### src/rtl/alu_div.sv
// ---------------------------------------------------------------------------
// alu_div -- sequential restoring divider for the execution unit.
//
// Executes DIVU / DIV on byte (16/8) or word (32/16) operands. Signed
// operands are converted to magnitudes on accept, divided unsigned, and the
// signs are reapplied in FIX (quotient truncates toward zero, remainder takes
// the dividend's sign). Overflow and divide-by-zero raise div_error with done
// and leave quotient/remainder untouched.
//
// Optional feature (compile-time macro):
//   ALU_DIV_RADIX4_EN  -- retire two quotient bits per ITER cycle
//                         (word latency 11, byte 7 instead of 19 / 11).
//
// Ports:
//   clk        in   core clock
//   reset_n    in   synchronous active-low reset
//   start      in   request, accepted only while busy = 0
//   signed_op  in   1 = DIV (two's complement), 0 = DIVU
//   wide       in   1 = word (32/16), 0 = byte (dividend[15:0] / divisor[7:0])
//   dividend   in   [31:0] dividend, sampled on accept
//   divisor    in   [15:0] divisor, sampled on accept
//   busy       out  high in CHECK, ITER, FIX
//   done       out  one-cycle completion pulse
//   div_error  out  divide-by-zero or quotient overflow, valid with done
//   quotient   out  [15:0] result, byte results zero-extended
//   remainder  out  [15:0] result, byte results zero-extended
// ---------------------------------------------------------------------------
module alu_div (
    input  logic        clk,
    input  logic        reset_n,
    input  logic        start,
    input  logic        signed_op,
    input  logic        wide,
    input  logic [31:0] dividend,
    input  logic [15:0] divisor,
    output logic        busy,
    output logic        done,
    output logic        div_error,
    output logic [15:0] quotient,
    output logic [15:0] remainder
);

    typedef enum logic [2:0] {IDLE, CHECK, ITER, FIX, DONE} state_t;

    typedef struct packed {
        logic [15:0] rem;
        logic [15:0] quo;
    } step_t;

    // One restoring step: shift {rem, quo} left, trial-subtract the divisor
    // from the (n+1)-bit shifted remainder, shift the quotient bit into quo.
    function automatic step_t div_step(input logic [15:0] rem,
                                       input logic [15:0] quo,
                                       input logic [15:0] dvs);
        logic [16:0] shifted;
        step_t       res;
        shifted = {rem, quo[15]};
        if (shifted >= {1'b0, dvs}) begin
            res.rem = 16'(shifted - {1'b0, dvs});
            res.quo = {quo[14:0], 1'b1};
        end else begin
            res.rem = shifted[15:0];
            res.quo = {quo[14:0], 1'b0};
        end
        return res;
    endfunction

    state_t      state;
    logic        op_signed, op_wide, dvd_neg, dvs_neg;
    logic [31:0] dvd_mag;
    logic [15:0] dvs_mag;
    logic [15:0] prem;    // partial remainder, always < divisor between steps
    logic [15:0] pquo;    // dividend bits shifting out, quotient bits shifting in
    logic [3:0]  count;
    logic        accept;

    // Operand magnitudes computed from the raw inputs on accept.
    logic        in_dvd_neg, in_dvs_neg;
    logic [31:0] in_dvd_mag, neg32_dvd;
    logic [15:0] in_dvs_mag, neg16_dvd, neg16_dvs;
    logic [7:0]  neg8_dvs;

    always_comb begin
        neg32_dvd = -dividend;
        neg16_dvd = -dividend[15:0];
        neg16_dvs = -divisor;
        neg8_dvs  = -divisor[7:0];
        if (wide) begin
            in_dvd_neg = signed_op & dividend[31];
            in_dvs_neg = signed_op & divisor[15];
            in_dvd_mag = in_dvd_neg ? neg32_dvd : dividend;
            in_dvs_mag = in_dvs_neg ? neg16_dvs : divisor;
        end else begin
            in_dvd_neg = signed_op & dividend[15];
            in_dvs_neg = signed_op & divisor[7];
            in_dvd_mag = {16'h0000, in_dvd_neg ? neg16_dvd : dividend[15:0]};
            in_dvs_mag = {8'h00, in_dvs_neg ? neg8_dvs : divisor[7:0]};
        end
    end

    // CHECK / ITER / FIX combinational terms.
    logic [15:0] upper, quo_mag_neg, rem_mag_neg, quo_res, rem_res;
    logic [15:0] fix_quo, fix_rem, pos_lim, neg_lim;
    logic        check_err, fix_err, quo_neg;
    step_t       step1, step_nxt;

    always_comb begin
        // Quotient fits in n bits only if the upper n dividend bits are
        // strictly below the divisor; this also catches divide-by-zero.
        upper     = op_wide ? dvd_mag[31:16] : {8'h00, dvd_mag[15:8]};
        check_err = (dvs_mag == 16'd0) || (upper >= dvs_mag);

        step1 = div_step(prem, pquo, dvs_mag);
`ifdef ALU_DIV_RADIX4_EN
        step_nxt = div_step(step1.rem, step1.quo, dvs_mag);
`else
        step_nxt = step1;
`endif

        quo_neg     = op_signed & (dvd_neg ^ dvs_neg);
        quo_mag_neg = -pquo;
        rem_mag_neg = -prem;
        quo_res     = quo_neg ? quo_mag_neg : pquo;
        rem_res     = dvd_neg ? rem_mag_neg : prem;
        fix_quo     = op_wide ? quo_res : {8'h00, quo_res[7:0]};
        fix_rem     = op_wide ? rem_res : {8'h00, rem_res[7:0]};
        // Negative results may reach -2^(n-1); positive ones stop one short.
        pos_lim     = op_wide ? 16'h7FFF : 16'h007F;
        neg_lim     = op_wide ? 16'h8000 : 16'h0080;
        fix_err     = op_signed & (quo_neg ? (pquo > neg_lim) : (pquo > pos_lim));
    end

    assign accept = start && ((state == IDLE) || (state == DONE));

    // Control FSM with registered outputs.
    always_ff @(posedge clk) begin
        if (!reset_n) begin
            state     <= IDLE;
            busy      <= 1'b0;
            done      <= 1'b0;
            div_error <= 1'b0;
            quotient  <= 16'h0000;
            remainder <= 16'h0000;
        end else begin
            // NOTE: non-blocking assignments throughout so every register
            // samples the pre-edge values; defaults make done a single pulse.
            done      <= 1'b0;
            div_error <= 1'b0;
            case (state)
                IDLE, DONE: begin
                    if (start) begin
                        state <= CHECK;
                        busy  <= 1'b1;
                    end else begin
                        state <= IDLE;
                    end
                end
                CHECK: begin
                    if (check_err) begin
                        state     <= DONE;
                        busy      <= 1'b0;
                        done      <= 1'b1;
                        div_error <= 1'b1;
                    end else begin
                        state <= ITER;
                    end
                end
                ITER: begin
                    if (count == 4'd0) state <= FIX;
                end
                FIX: begin
                    state     <= DONE;
                    busy      <= 1'b0;
                    done      <= 1'b1;
                    div_error <= fix_err;
                    if (!fix_err) begin
                        quotient  <= fix_quo;
                        remainder <= fix_rem;
                    end
                end
                default: begin
                    state <= IDLE;
                    busy  <= 1'b0;
                end
            endcase
        end
    end

    // NOTE: datapath registers carry no reset; each is loaded on accept or
    // in CHECK before it is ever read, so a reset would only cost routing.
    always_ff @(posedge clk) begin
        if (accept) begin
            op_signed <= signed_op;
            op_wide   <= wide;
            dvd_neg   <= in_dvd_neg;
            dvs_neg   <= in_dvs_neg;
            dvd_mag   <= in_dvd_mag;
            dvs_mag   <= in_dvs_mag;
        end
        case (state)
            CHECK: begin
                prem <= upper;
                // Byte dividends are MSB-aligned so every step shifts out bit 15.
                pquo <= op_wide ? dvd_mag[15:0] : {dvd_mag[7:0], 8'h00};
`ifdef ALU_DIV_RADIX4_EN
                count <= op_wide ? 4'd7 : 4'd3;
`else
                count <= op_wide ? 4'd15 : 4'd7;
`endif
            end
            ITER: begin
                prem  <= step_nxt.rem;
                pquo  <= step_nxt.quo;
                count <= count - 4'd1;
            end
            default: ;
        endcase
    end

endmodule
### config.mk
export PLATFORM = sky130hd
export DESIGN_NAME = alu_div
export DESIGN_NICKNAME = d
export VERILOG_FILES = /design/src/rtl/alu_div.sv
export SDC_FILE = /design/constraint.sdc
export NUM_CORES = 1
export LEC_CHECK = 0
export ABC_AREA = 1
export CELL_PAD_IN_SITES_DETAIL_PLACEMENT = 0
export CELL_PAD_IN_SITES_GLOBAL_PLACEMENT = 1
export CORE_MARGIN = 4
export CORE_UTILIZATION = 25
export CTS_BUF_LIST = sky130_fd_sc_hd__clkbuf_4
export DETAILED_ROUTE_END_ITERATION = 8
export PLACE_DENSITY_LB_ADDON = 0.1
export SLEW_MARGIN = 5
export SYNTH_ARGS = -nofsm -noshare
export SYNTH_HDL_FRONTEND = slang
export SYNTH_SLANG_ARGS = --single-unit
### constraint.sdc
create_clock -name clk -period 6.3 [get_ports clk]
set_input_delay 1.26 -clock clk [delete_from_list [all_inputs] [get_ports clk]]
set_output_delay 1.26 -clock clk [all_outputs]
set_load 0.05 [all_outputs]
[After elaboration in Yosys (flattened, before gate mapping)]
Cells that the tools add are included.
W data, S select, Z words.
Cells by class
  $lt $le $gt $ge: 4
  muxes and demuxes: 32
  reduce and logical (&&, ||, !) cells: 10
  $add $sub $neg: 8
  bitwise operators: 9
  equality and inequality tests: 7
Operators by type and width (number)
  $mux W16: 10
  $mux W32: 2
  $neg A16 Y16: 4
  $pmux W16 S2: 2
  $neg A32 Y32: 1
  $ge A17 B16 Y1: 1
  $ge A16 B16 Y1: 1
  $gt A16 B15 Y1: 1
  $gt A16 B16 Y1: 1
  $logic_not A16 Y1: 1
  $mux W8: 2
  $sub A16 B16 Y16: 1
  $mux W15: 1
  $pmux W3 S4: 1
  $neg A8 Y8: 1
  $pmux W4 S2: 1
  $mux W1: 7
  $and A1 B1 Y1: 6
  $eq A3 B2 Y1 const B: 2
  $mux W3: 2
  $ne A2 B2 Y1 const B: 3
  $logic_not A4 Y1: 1
  $mux W4: 1
  $pmux W1 S2: 2
  other kinds (13): 15
Word-level totals
  output and inout bits: 35
  input port bits: 53
  logic and storage cells: 87
  register bits after elaboration: 126

[Logic depth before layout (Yosys ltp)]
  depth after elaboration: 6
  depth in mapped cells: 18
  gate-level depth less buffers: 16

[Least setup slack after synthesis]
Ideal clock, no wire load.
  kind: input to register
  start: in start
  end: reg state[0]
  library setup time: 91 ps
  data arrival time: 4036 ps
  buffers on the path: 0
  cell stages on the path: 4
  setup slack: 2173 ps
  data required time: 6209 ps
  cells stage by stage: inv_1 nor2_1 o21ai_0 a211oi_1
On the way
  cells in the longest elaborated chain, start to end: 2
RTL lines
  from (decl): RTL line 31  | input logic start,
  $mux W1: RTL line 151  | if (start) begin
  $pmux W3 S4: RTL line 149  | case (state)
  to (signal assigned): RTL line 152  | state <= CHECK;
  to (signal assigned): RTL line 155  | state <= IDLE;
  to (signal assigned): RTL line 160  | state <= DONE;
  to (decl): RTL line 68  | state_t state;
Every way passes these cells.
A chain may end at the register's enable or synchronous reset.

[Final worst setup path]
  start: reg op_wide
  end: reg remainder[14]
On the way
  cells in the longest elaborated chain, start to end: 6
  elaborated cells on any way between the ends: 9
  classes of those cells: 2 x order compare; 4 x mux; 2 x bitwise; 1 x reduce/logical
RTL lines
  from (decl): RTL line 69  | logic op_signed, op_wide, dvd_neg, dvs_neg;
  from (signal assigned): RTL line 194  | op_wide <= wide;
  $mux W15 / $mux W16 (equally long branches): RTL line 128, 129
  $gt A16 B15 Y1 / $gt A16 B16 Y1 (equally long branches): RTL line 130  | fix_err = op_signed & (quo_neg ? (pquo > neg_lim) : (pquo > pos_lim));
  $mux W1: RTL line 130
  $and A1 B1 Y1: RTL line 130
  $not A1 Y1 (no source line)
  $reduce_and A2 Y1 (no source line)
  to (signal assigned): RTL line 178  | remainder <= fix_rem;
  to (decl): RTL line 40  | output logic [15:0] remainder
Parallel ways exist; a longest one is shown, timed or not.

==> impl_metrics.env <==
export IMPL_globalplace_congestion=0.7966
export IMPL_path_buf_inv=2
export IMPL_hold_violations=0
export IMPL_status="finished clean"
export IMPL_layout_drive_gt1_share_pct=7.222
export IMPL_ir_drop_uv=107.1
export IMPL_drt_wl_total_um=28380
export IMPL_placed_area_mm2=0.01043
export IMPL_synth_area_mm2=0.009124
export IMPL_ys_types=45
export IMPL_clk_pin_slew_worst_paths_ns=0.13
export IMPL_synth_top_area_share_pct=28.96
export IMPL_num_io_pins=88
export IMPL_cts_buffer_depth=2
export IMPL_relSlewSlack_pct=36.26
export IMPL_coreArea_mm2=0.03574
export IMPL_path_delay_family="simple AND/OR/NAND/NOR gates"
export IMPL_synth_ff_type="edfxtp_1"
export IMPL_fillers=4046
export IMPL_firstDrtPassIters=5
export IMPL_gr_max_usage_layer="met2"
export IMPL_clock_latency_ns=0.55
export IMPL_pre_cts_slack_ns=2.943
export IMPL_end_kind="flip-flop"
export IMPL_vias=8083
export IMPL_cp_slowest_stage_delay_ns=0.54
export IMPL_drv_slew=0
export IMPL_yosys_warnings=0
export IMPL_dp_final_hpwl_um=22390
export IMPL_syn_to_final_growth_pct=17.14
export IMPL_max_freq_mhz=316.4
export IMPL_synthArstFlopShare_pct=0
export IMPL_leakagePower_uw=0.004600
export IMPL_period_share_pct=50.17
export IMPL_drt_vias_per_instance=4.436
export IMPL_fin_setup_tns_ns=0
export IMPL_grt_pass1_vias=8049
export IMPL_cts_buffers_inserted=17
export IMPL_netlist_instances=1271
export IMPL_ctsResizeCount=0
export IMPL_nNetsFinal=1447
export IMPL_cts_tree="yes"
export IMPL_use_met3_pct=2.320
export IMPL_path_cells="buf_4 -> inv_2 -> ha_1 -> nand2_1 -> nor2_1 -> nand3_1 -> nand3_1 -> nand2_1 -> nand2_1 -> nand3_4 -> nand3_1 -> nand2_1 -> nor2_1"
export IMPL_post_cts_setup_buffers=0
export IMPL_rsz0062_at_grt="no"
export IMPL_path_max_fanout=63
export IMPL_maxCapViolations=0
export IMPL_avgSynthCellArea_um2=7.178
export IMPL_pwr_density_cell_mw_per_mm2=281.0
export IMPL_wl_per_cell_um=15.58
export IMPL_numPortBuffers=87
export IMPL_start_kind="flip-flop"
export IMPL_grt_pass1_wl_um=45730
export IMPL_timing_critical_path_mode_cell="nand2_1"
export IMPL_cts_hold_buffers=0
export IMPL_grt_max_degree=66
export IMPL_ant_nets=0
export IMPL_clockRootBuffer="clkbuf_4"
export IMPL_cts_sinks=126
export IMPL_start_util_pct=25.53
export IMPL_slowest_stage="nand3_4"
export IMPL_die_area_mm2=0.03961
export IMPL_chipWidth_um=199.0
export IMPL_core_rowCount=69
export IMPL_design_area_mm2=0.01069
export IMPL_yosys_top_cells_area="edfxtp_1, nand2_1, dfxtp_1"
export IMPL_drcViolationCount=0
export IMPL_setup_viol=0
export IMPL_grt_total_usage_pct=14.71
export IMPL_required_ns=6.79
export IMPL_synth_seq_cells=126
export IMPL_hp_class="flip-flop to flip-flop"
export IMPL_fin_skew_ns=0.03101
export IMPL_path_class="flip-flop to flip-flop"
export IMPL_antenna_found_initial=1
export IMPL_die_y_um=199.0
export IMPL_cp_data_arrival_time_ns=3.65
export IMPL_netlist_top_cell_by_area="edfxtp_1"
export IMPL_gr_total_overflow=0
export IMPL_use_met2_pct=22.48
export IMPL_ys_seq_area_share_pct=37.30
export IMPL_tightest_slew_ns=0.9561
export IMPL_fin_ws_ns=3.139
export IMPL_synth_edff_count=88
export IMPL_met1_usage_pct=22.11
export IMPL_finalCriticalPeriod_ns=3.161
export IMPL_htreeDepth=4
export IMPL_power_total_uw=3004
export IMPL_first_iter_violations=481
export IMPL_syn_nets=1373
-- cells by family (layout without fill, tap and decap cells) --
logic type                 after synthesis  after routing  synth area share (%)
and+or+nand+nor                        690            690                 33.46
muxes                                    1              1                0.1097
other                                    0              4                     0
adders and majority gates               49             49                 6.802
DFF                                    126            126                 37.30
buffers and inverters                  210            296                 9.380
AOI/OAI and AO/OA                      156            156                 9.202
xor gates and xnor gates                39             39                 3.744
-- placed cells by master (no fill, tap or decap), drive strengths merged --
cell type / instances
bufinv: 1
o22ai: 6
edfxtp: 88
mux2i: 1
o21a: 1
nand2: 347
o21ai: 56
nor3: 21
diode: 4
or2: 5
clkinv: 6
nand3: 153
dfxtp: 38
a31oi: 1
nand4: 12
a21o: 1
clkdlybuf4s50: 87
xnor2: 10
buf: 7
ha: 48
nor4: 1
inv: 173
fa: 1
a31o: 1
and2: 3
nand3b: 6
a211oi: 1
o211ai: 9
nor3b: 1
a21oi: 78
clkbuf: 17
clkinvlp: 5
xor2: 29
nor2: 141
o31ai: 2
-- routing by layer --
metal	vias to the layer above	wire length (µm)	part of all wire [%]
li1	4314	-	-
met1	3639	15260	54
met2	119	12150	43
met3	11	802	2.8
met4	0	170	0.60
met5	-	0	0
-- cell usage after synthesis (9+ instances only) --
cell	n
o211ai_1	9
nand3_1	143
xnor2_1	10
edfxtp_1	88
nand3_2	9
ha_1	48
nand2_1	323
nand2_2	22
clkbuf_1	16
dfxtp_1	38
a21oi_1	76
o21ai_0	52
nand4_1	12
inv_1	163
nor3_1	18
xor2_1	29
nor2_1	136
-- power breakdown --
part	total (µW)	switching [µW]	leakage (µW)	internal, µW
combinational	1280	860	0.00333	423
sequential	1180	115	0.00115	1060
clock	544	351	0.000124	192
-- metrics by stage --
| step | hold WS [ns] | instances | util [%] |
|---|---|---|---|
| 6_report | 0.4967 | 1822 | 29.90 |
| 5_1_grt | 0.5305 | 1822 | 29.90 |
| 4_1_cts | 0.5041 | 1818 | 29.87 |
| 3_5_place_dp | 0.4712 | 1787 | 29.18 |
| 3_3_place_gp | 0.4612 | 1787 | 29.18 |
| 2_1_floorplan | 0.4307 | 1271 | - |
-- worst paths after layout --
check	start	endpoint	slack [ns]	cells after the start
hold / removal	remainder[9]	remainder[9]	0.50	2
setup reg to reg	op_wide	remainder[14]	3.14	13
hold reg to reg	remainder[9]	remainder[9]	0.50	2
setup / recovery	op_wide	remainder[14]	3.14	13
-- state kept, by name, summed over array words and instances, names as in the netlist --
register	cells
dvs_neg	1
div_error	1
prem	16
op_signed	1
done	1
dvd_mag	32
op_wide	1
busy	1
count	4
dvs_mag	16
pquo	16
state	3
remainder	16
quotient	16
dvd_neg	1
-- worst min-delay path: stages, from the launching register on --
cell and delay, ns:
dfxtp_1 0.35, a21oi_1 0.04, nor2_1 0.08
-- layout make-up --
type,count,area [µm²],share of cell area [%]
Timing Repair Buffer,94,923.4,8.640
Antenna cell,4,10.01,0.09365
Clock inverter,14,121.4,1.136
Tap cell,461,576.8,5.397
Multi-Input combinational cell,935,4883,45.69
Clock buffer,17,127.6,1.194
Inverter,171,641.9,6.006
Sequential cell,126,3403,31.84
No activity file was read; power rests on OpenSTA's default activity.
